==> config.mk <==
export PLATFORM = sky130hd
export DESIGN_NAME = grf_wb_arbiter
export DESIGN_NICKNAME = d
export VERILOG_FILES = /design/src/rtl/grf_wb_arbiter_pkg.sv /design/src/rtl/grf_wb_fifo.sv /design/src/rtl/grf_wb_arbiter.sv
export SDC_FILE = /design/constraint.sdc
export NUM_CORES = 1
export LEC_CHECK = 0
export CAP_MARGIN = 25
export CORE_MARGIN = 2
export CORE_UTILIZATION = 35
export CTS_CLUSTER_SIZE = 16
export DETAILED_ROUTE_END_ITERATION = 8
export DONT_BUFFER_PORTS = 1
export PLACE_DENSITY = 0.47
export SYNTH_ARGS = -nofsm -noshare
export SYNTH_HDL_FRONTEND = slang
export SYNTH_HIERARCHICAL = 1
export SYNTH_SLANG_ARGS = --single-unit
==> constraint.sdc <==
create_clock -name clk -period 4.2 [get_ports clk]
set_input_delay 0.84 -clock clk [delete_from_list [all_inputs] [get_ports clk]]
set_output_delay 0.84 -clock clk [all_outputs]
set_load 0.005 [all_outputs]
==> src/rtl/grf_wb_arbiter_pkg.sv <==
`default_nettype none
// ============================================================================
// Module      : grf_wb_arbiter_pkg
// Description : Shared types and constants for the GRF writeback arbiter:
//               register-file geometry and the writeback request record used
//               by both the result FIFO and the write-port mux.
// Revision    : 1.0 - initial release
// ============================================================================
package grf_wb_arbiter_pkg;

   localparam logic [4:0] REG_ZERO = 5'd0;
   localparam int         GRF_AW   = 5;
   localparam int         XLEN     = 32;

   // One GRF write: destination, data and the PC of the producing instruction
   typedef struct packed {
      logic [GRF_AW-1:0] a3;
      logic [XLEN-1:0]   wd;
      logic [XLEN-1:0]   pc;
   } wb_req_t;

endpackage
`default_nettype wire

==> src/rtl/grf_wb_fifo.sv <==
`default_nettype none
// ============================================================================
// Module      : grf_wb_fifo
// Description : DEPTH-entry synchronous FIFO of writeback requests. Head is
//               presented combinationally; push is ignored when full and
//               pop is ignored when empty.
// Revision    : 1.0 - initial release
// ============================================================================
module grf_wb_fifo
   import grf_wb_arbiter_pkg::*;
#(
   parameter int DEPTH = 4
) (
   input  logic    clk,
   input  logic    reset,
   input  logic    push,
   input  wb_req_t push_data,
   input  logic    pop,
   output wb_req_t head,
   output logic    full,
   output logic    empty
);

   localparam int             PTR_W    = $clog2(DEPTH);
   localparam logic [PTR_W:0] CNT_FULL = DEPTH[PTR_W:0];

   wb_req_t          mem [DEPTH];
   logic [PTR_W-1:0] wr_ptr;
   logic [PTR_W-1:0] rd_ptr;
   logic [PTR_W:0]   count;
   logic             do_push;
   logic             do_pop;

   assign do_push = push & ~full;
   assign do_pop  = pop & ~empty;
   assign full    = (count == CNT_FULL);
   assign empty   = (count == '0);
   assign head    = mem[rd_ptr];

   // Pointer and occupancy tracking; DEPTH is a power of two so pointers wrap naturally
   always_ff @(posedge clk or negedge reset) begin
      if (!reset) begin
         wr_ptr <= '0;
         rd_ptr <= '0;
         count  <= '0;
      end else begin
         if (do_push) wr_ptr <= wr_ptr + 1'b1;
         if (do_pop)  rd_ptr <= rd_ptr + 1'b1;
         case ({do_push, do_pop})
            2'b10:   count <= count + 1'b1;
            2'b01:   count <= count - 1'b1;
            default: count <= count;
         endcase
      end
   end

   // Storage array; contents need no reset because occupancy gates visibility
   always_ff @(posedge clk) begin
      if (do_push) mem[wr_ptr] <= push_data;
   end

endmodule
`default_nettype wire

==> src/rtl/grf_wb_arbiter.sv <==
`default_nettype none
// ============================================================================
// Module      : grf_wb_arbiter
// Description : Owns the single GRF write port. The W stage always wins;
//               long-latency results bypass when the port and FIFO are free,
//               otherwise queue and drain in order. A pending scoreboard
//               drives the D-stage RAW/WAW stall.
//               Optional: define GRF_WB_STAT_EN to add the stat_preempt
//               counter output.
// Revision    : 1.0 - initial release
// ============================================================================
module grf_wb_arbiter
   import grf_wb_arbiter_pkg::*;
#(
   parameter int DEPTH = 4
) (
`ifdef GRF_WB_STAT_EN
   output logic [31:0]       stat_preempt,
`endif
   input  logic              clk,
   input  logic              reset,
   input  logic              w_we,
   input  logic [GRF_AW-1:0] w_a3,
   input  logic [XLEN-1:0]   w_wd,
   input  logic [XLEN-1:0]   w_pc,
   input  logic              lu_valid,
   output logic              lu_ready,
   input  logic [GRF_AW-1:0] lu_a3,
   input  logic [XLEN-1:0]   lu_wd,
   input  logic [XLEN-1:0]   lu_pc,
   input  logic              iss_valid,
   input  logic [GRF_AW-1:0] iss_a3,
   input  logic [GRF_AW-1:0] q_rs,
   input  logic [GRF_AW-1:0] q_rt,
   input  logic [GRF_AW-1:0] q_a3,
   output logic              stall,
   output logic              grf_we,
   output logic [GRF_AW-1:0] grf_a3,
   output logic [XLEN-1:0]   grf_wd,
   output logic [XLEN-1:0]   grf_pc
);

   wb_req_t           fifo_head;
   wb_req_t           lu_req;
   wb_req_t           port_req;
   logic              fifo_full;
   logic              fifo_empty;
   logic              w_claim;
   logic              pop_sel;
   logic              byp_sel;
   logic              lu_xfer;
   logic              fifo_push;
   logic [GRF_AW-1:0] commit_a3;
   logic [31:0]       clr_mask;
   logic [31:0]       set_mask;
   logic [31:0]       pend;

   assign lu_req  = '{a3: lu_a3, wd: lu_wd, pc: lu_pc};

   // A write to register 0 is a non-write, so it leaves the port to the long-latency side
   assign w_claim   = w_we & (w_a3 != REG_ZERO);
   // Ready looks only at the registered full flag, never at lu_valid, to avoid a loop
   assign lu_ready  = reset & ~fifo_full;
   assign lu_xfer   = lu_valid & lu_ready;
   assign pop_sel   = reset & ~w_claim & ~fifo_empty;
   assign byp_sel   = reset & ~w_claim & fifo_empty & lu_valid;
   assign fifo_push = lu_xfer & ~byp_sel;

   grf_wb_fifo #(
      .DEPTH (DEPTH)
   ) u_fifo (
      .clk       (clk),
      .reset     (reset),
      .push      (fifo_push),
      .push_data (lu_req),
      .pop       (pop_sel),
      .head      (fifo_head),
      .full      (fifo_full),
      .empty     (fifo_empty)
   );

   // Write-port mux: W first, then oldest buffered result, then zero-latency bypass
   always_comb begin
      port_req = '0;
      grf_we   = 1'b0;
      if (!reset) begin
         port_req = '0;
      end else if (w_claim) begin
         port_req = '{a3: w_a3, wd: w_wd, pc: w_pc};
         grf_we   = 1'b1;
      end else if (!fifo_empty) begin
         port_req = fifo_head;
         grf_we   = (fifo_head.a3 != REG_ZERO);
      end else if (lu_valid) begin
         port_req = lu_req;
         grf_we   = (lu_a3 != REG_ZERO);
      end
   end

   assign grf_a3 = port_req.a3;
   assign grf_wd = port_req.wd;
   assign grf_pc = port_req.pc;

   // Long-latency commit clears its pending bit; a fresh issue of the same register wins
   assign commit_a3 = pop_sel ? fifo_head.a3 : lu_a3;
   assign clr_mask  = (pop_sel | byp_sel) ? (32'd1 << commit_a3) : 32'd0;
   assign set_mask  = (iss_valid && iss_a3 != REG_ZERO) ? (32'd1 << iss_a3) : 32'd0;

   // Pending scoreboard; bit 0 is forced clear since register 0 is never written
   always_ff @(posedge clk or negedge reset) begin
      if (!reset) begin
         pend <= '0;
      end else begin
         pend <= ((pend & ~clr_mask) | set_mask) & ~32'd1;
      end
   end

   // Uses the registered view, so a commit this cycle only unstalls next cycle
   assign stall = pend[q_rs] | pend[q_rt] | pend[q_a3];

`ifdef GRF_WB_STAT_EN
   logic [31:0] preempt_cnt;

   // Count cycles where W took the port while long-latency work was waiting; saturating
   always_ff @(posedge clk or negedge reset) begin
      if (!reset) begin
         preempt_cnt <= '0;
      end else if (w_claim && (!fifo_empty || lu_valid) && (preempt_cnt != 32'hFFFF_FFFF)) begin
         preempt_cnt <= preempt_cnt + 32'd1;
      end
   end

   assign stat_preempt = preempt_cnt;
`endif

endmodule
`default_nettype wire

### Yosys cells after proc, flatten, opt, wreduce, memory -nomap -nowiden

Memories as Yosys holds them, arrays and structs flattened.
Cells that the tools add are included.

| word-level totals | value |
|---|---|
| bits in writable memories | 276 |
| latch bits | 0 |
| memories | 1 |
| flip-flop bits (word level) | 38 |
| output and inout bits | 72 |
| memory bits (read-only) | 0 |
| word-level logic and storage cells | 64 |

| cells by class | value |
|---|---|
| eq/ne operators | 3 |
| divide/modulo/power cells | 0 |
| multiplexer cells | 20 |
| $add $sub $neg | 4 |
| bitwise logic cells | 20 |
| shift-type cells | 2 |
| reduce and logical (&&, ||, !) cells | 7 |
| magnitude comparators | 3 |
| multiply operators | 0 |

Memory list:

| memory | words | width | read ports | clocked after Yosys merged registers in | write ports | RTL line | text |
|---|---|---|---|---|---|---|---|
| u_fifo.mem | 4 | 69 | 1 | 0 | 1 | grf_wb_fifo.sv:27 | `wb_req_t mem [DEPTH];` |

Operators with widths:

| cell | number |
|---|---|
| $mux 69 | 4 |
| $mux 32 | 2 |
| $shl 1x5->32 const A | 2 |
| $and 32x32->32 | 1 |
| $not 32->32 | 1 |
| $or 32x32->32 | 1 |
| $reduce_bool 5->1 | 4 |
| $lt 5x6->1 const B | 3 |
| $bmux 1 s5 | 3 |
| $and 1x1->1 | 10 |
| $mux 1 | 9 |
| $pmux 3 s2 | 1 |
| $mux 5 | 1 |
| $add 2x1->2 const B | 2 |
| $not 1->1 | 4 |
| $add 3x1->3 const B | 1 |
| $eq 3x3->1 const B | 1 |
| $logic_not 3->1 | 1 |
| $or 1x1->1 | 3 |
| $sub 3x1->3 const B | 1 |
| $eq 2x1->1 const B | 1 |
| $eq 2x2->1 const B | 1 |
| $reduce_bool 2->1 | 1 |
| $logic_and 1x1->1 | 1 |

### Depth between registers and ports, before layout

| depth | value |
|---|---|
| depth after elaboration | 11 |
| gate-level depth with buffers | 14 |

### Modules after synthesis

Netlist, hierarchy kept.

By module, submodules not included:

| module | cells each | times used | seq. area each (um2) | area each (um2) |
|---|---|---|---|---|
| grf_wb_fifo | 398 | 1 | 8463.1 | 10457.5 |
| grf_wb_arbiter | 538 | 1 | 775.7 | 4241.6 |

### Worst setup path before layout

OpenSTA, ideal clock, no wires.

| timing | value |
|---|---|
| path kind | input -> register |
| start | in w_a3[1] |
| end | mem u_fifo/mem[0][0] (netlist bit) (enable) |
| setup slack | 0.256 ns |
| required time | 3.765 ns |
| stages | 8 |
| buffers on the path | 3 |
| data arrival time | 3.510 ns |
| cell sequence | or4_4 o21ai_4 buf_6 buf_2 buf_4 a21oi_1 nor2b_2 and2_1 |

| between the ends | value |
|---|---|
| cells in the longest elaborated chain, start to end | 11 |

RTL lines:

| what | RTL line | text |
|---|---|---|
| start: declaration | grf_wb_arbiter.sv:23 | `input logic [GRF_AW-1:0] w_a3,` |
| $reduce_bool 5->1 | grf_wb_arbiter.sv:61 | `assign w_claim = w_we & (w_a3 != REG_ZERO);` |
| $and 1x1->1 | grf_wb_arbiter.sv:61 |  |
| $not 1->1 | grf_wb_arbiter.sv:66 | `assign byp_sel = reset & ~w_claim & fifo_empty & lu_valid;` |
| $and 1x1->1 (3 in a row) | grf_wb_arbiter.sv:66 |  |
| $not 1->1 | grf_wb_arbiter.sv:67 | `assign fifo_push = lu_xfer & ~byp_sel;` |
| $and 1x1->1 | grf_wb_arbiter.sv:67 |  |
| via fifo_push | grf_wb_arbiter.sv:52 | `logic fifo_push;` |
| $and 1x1->1 | grf_wb_fifo.sv:34 | `assign do_push = push & ~full;` |
| $mux 1 | grf_wb_fifo.sv:59 | `if (do_push) mem[wr_ptr] <= push_data;` |
| $mux 1 (implied by the code) | grf_wb_fifo.sv:59 |  |
| end: declaration | grf_wb_fifo.sv:27 |  |

The timed path passes the listed nets, and every way through them passes these cells.

==> insert_results.sql <==
INSERT INTO impl_metrics (metric_group, metric, value, unit) VALUES
('logic_synthesis', 'yosysUniqueCellTypes', '63', ''),
('cts', 'clock_tree.htree_level_count', '2', ''),
('worst_setup_path', 'crit_path_end_kind', 'output port', ''),
('power_and_ir_drop', 'switching_power', '2.799', 'mW'),
('sta', 'grt_setup_unrepaired', 'no', ''),
('finish', 'finish.cell_count_without_fillers', '1491', ''),
('worst_setup_path', 'worst_reg2reg_path_endpoint', 'u_fifo/count[2]', ''),
('logic_synthesis', 'largest_family_of_logic_cells_by_synthesized_area', 'multiplexers', ''),
('power_and_ir_drop', 'clock_power_share', '0.330', ''),
('power_and_ir_drop', 'p_sw_frac', '0.2865', ''),
('place', 'number_of_i_o_port_buffers', '0', ''),
('worst_setup_path', 'r2r_setup_slack', '1.30', 'ns'),
('logic_synthesis', 'syn-mean-instance-area', '15.70', 'sq um'),
('routing', 'routed_wl', '37.51', 'mm'),
('cts', 'numCtsBuffers', '35', ''),
('sta', 'fin_hold_ws', '0.1659', 'ns'),
('floorplan', 'initial_core_util', '0.3528', ''),
('finish', 'areaGrowthSynthToFinish', '11.86', '%'),
('power_and_ir_drop', 'design_power_total', '9.770', 'mW'),
('finish', 'final_util', '0.3946', ''),
('power_and_ir_drop', 'share_seq_of_total_power', '0.410', ''),
('finish', 'register_area', '9246', 'sq um'),
('sta', 'relSlewSlack', '0.4300', ''),
('global_route', 'grt_overflow_total', '0', ''),
('cts', 'clk_latency_worst_skew_pair', '0.52', 'ns'),
('worst_hold_path', 'hold_wc_path_type', 'primary input to async pin', ''),
('logic_synthesis', 'post_synth_main_area_contributors', 'sky130_fd_sc_hd__edfxtp_1 (56%), sky130_fd_sc_hd__mux4_2 (13%), sky130_fd_sc_hd__dfrtp_1 (6.5%), sky130_fd_sc_hd__a221oi_1 (4.1%), sky130_fd_sc_hd__nor3_1 (2.4%)', ''),
('power_and_ir_drop', 'vdd_drop_max', '345.6', 'uV'),
('power_and_ir_drop', 'p_int', '6.970', 'mW'),
('power_and_ir_drop', 'power.leakage', '5.324', 'nW'),
('sta', 'achievable-frequency', '263.2', 'MHz'),
('routing', 'initialDrtViolationCount', '538', ''),
('logic_synthesis', 'synth.most_common_cell', 'sky130_fd_sc_hd__edfxtp_1', ''),
('place', 'placedCellCount', '1430', ''),
('cts', 'cts_num_sinks', '314', ''),
('logic_synthesis', 'synth_compound_gate_area_share', '0.08997', ''),
('status', 'result_of_the_run', 'finished clean', ''),
('global_route', 'grt_pass1_wl', '56.70', 'mm'),
('global_route', 'antenna_found_initial', '0', ''),
('sta', 'timing_max_transition_violations_final', '0', ''),
('routing', 'detailroute.via_count', '8616', ''),
('power_and_ir_drop', 'comb_power_share', '0.260', ''),
('finish', 'antennaDiodeCount', '0', ''),
('floorplan', 'die_area', '43650', 'sq um'),
('worst_setup_path', 'startpoint', 'u_fifo/rd_ptr[0]', ''),
('worst_setup_path', 'worst-endpoint-required', '3.36', 'ns'),
('global_route', 'grt_use_total', '0.1719', ''),
('logic_synthesis', 'postSynthRegisterBits', '314', ''),
('logic_synthesis', 'synth-xor-area-share', '0.003575', ''),
('logic_synthesis', 'yosys.area_share.simple', '0.07925', ''),
('sta', 'final-hold-violation-count', '0', ''),
('floorplan', 'core.rowCount', '75', ''),
('logic_synthesis', 'yosysTopAreaCellShare', '0.5638', ''),
('sta', 'fin_ws', '0.4001', 'ns'),
('global_route', 'grt_start_max_net_pins', '71', ''),
('cts', 'cts.root.buffer_cell', 'sky130_fd_sc_hd__clkbuf_16', ''),
('finish', 'fillCellCount', '3879', ''),
('logic_synthesis', 'synthesis.yosys.warnings', '6', ''),
('logic_synthesis', 'synth_top_flop_cell', 'sky130_fd_sc_hd__edfxtp_1', ''),
('place', 'final_estimated_routing_congestion_in_global_placement', '0.7651', ''),
('worst_setup_path', 'timing.rr.start', 'u_fifo/count[0]', ''),
('finish', 'post_route_cells_drive_above_1_share', '0.2038', ''),
('floorplan', 'die_height', '208.9', 'um'),
('finish', 'finish.net_count', '1098', ''),
('cts', 'max-clock-path-buffers', '3', ''),
('place', 'place_area', '15220', 'sq um'),
('sta', 'setup_viol', '0', ''),
('global_route', 'vias_in_the_first_global_route', '8905', ''),
('floorplan', 'horizontal_die_dimension', '208.9', 'um'),
('worst_setup_path', 'timing.critical_path.arrival', '2.96', 'ns'),
('logic_synthesis', 'post_synth_mux_area_share', '0.1577', '');
==> flip-flops by register name, indices dropped and copies added (netlist names) <==
signal         flops
u_fifo/mem       276
pend              31
u_fifo/wr_ptr      2
u_fifo/rd_ptr      2
u_fifo/count       3
==> cell usage in the layout, fill, tap and decap left out, types with 6 or more instances in the layout <==
cell                        Yosys  routed
sky130_fd_sc_hd__a21oi_1        8       8
sky130_fd_sc_hd__buf_12         7       8
sky130_fd_sc_hd__dfrtp_1       38      36
sky130_fd_sc_hd__nor3_1        70      70
sky130_fd_sc_hd__a21o_1         6       6
sky130_fd_sc_hd__nand2_1       26      26
sky130_fd_sc_hd__o21ai_0       12      12
sky130_fd_sc_hd__mux4_2        86      86
sky130_fd_sc_hd__a22oi_1       10      10
sky130_fd_sc_hd__edfxtp_1     276     276
sky130_fd_sc_hd__clkbuf_16      0      37
sky130_fd_sc_hd__nor2_1        86      86
sky130_fd_sc_hd__mux2i_1       22      22
sky130_fd_sc_hd__o211ai_1      10      10
sky130_fd_sc_hd__o311ai_0      12      12
sky130_fd_sc_hd__buf_4          7      16
sky130_fd_sc_hd__clkbuf_1      35       6
sky130_fd_sc_hd__mux2_2        12      12
sky130_fd_sc_hd__nand3b_1       7       7
sky130_fd_sc_hd__a311o_1        8       8
sky130_fd_sc_hd__nand2b_1      12      12
sky130_fd_sc_hd__a221oi_1      69      69
sky130_fd_sc_hd__bufinv_16      0       7
sky130_fd_sc_hd__inv_1         20      20
==> power by group through the flow <==
| stage | clock [mW] | combinational (mW) | sequential, mW |
|---|---|---|---|
| 2_1_floorplan | 0 | 2.14 | 3.91 |
| 3_3_place_gp | 0 | 2.58 | 4.08 |
| 3_5_place_dp | 0 | 2.59 | 4.09 |
| 4_1_cts | 3.31 | 2.61 | 4.02 |
| 5_1_grt | 3.43 | 2.78 | 4.06 |
| 6_report | 3.22 | 2.54 | 4.01 |
==> what timing repair did <==
action	in CTS	in global routing
buffers inserted	0	0
endpoints found under the hold margin	38	0
endpoints found under the setup margin	0	0
hold buffers	1	0
==> per-layer routing <==
layer	vias to the layer above	share of wire	global-route usage
met5	-	0	0
met2	221	0.49	0.2880
met4	0	0.018	0.04507
met1	4521	0.44	0.2292
li1	3828	-	-
met3	46	0.051	0.03442
==> cells by family after synthesis <==
kind of cell	count (synthesis)
flops	314
simple gates	237
compound gates	162
mux	121
buf+inv	90
xor+xnor	6
fa+ha+maj	6
==> worst max path at each step <==
stage	slack, ns	endpoint	cells after the start
3_5_place_dp	0.65	grf_pc[5]	5
4_1_cts	0.35	grf_pc[5]	4
6_report	0.40	grf_we	4
3_3_place_gp	0.68	grf_pc[5]	5
2_1_floorplan	0.26	u_fifo/mem[0][0]	8
5_1_grt	0.24	grf_pc[3]	4
==> critical path, cell delays in order, from the launching register on <==
cell                      delay [ns]
sky130_fd_sc_hd__dfrtp_4        0.79
sky130_fd_sc_hd__mux4_2         0.67
sky130_fd_sc_hd__or2_2          0.40
sky130_fd_sc_hd__o21ai_0        0.42
sky130_fd_sc_hd__a21oi_1        0.15
==> final cells by class <==
class	instances	share of cell area
multi-input cells	532	0.3013
clock buffers	43	0.05768
flip-flops and latches	314	0.5624
repair buffers	24	0.01705
inverters	22	0.005022
well taps	539	0.04102
clock inverters	17	0.01560
Note: power is estimated with default switching activity, not from simulation.
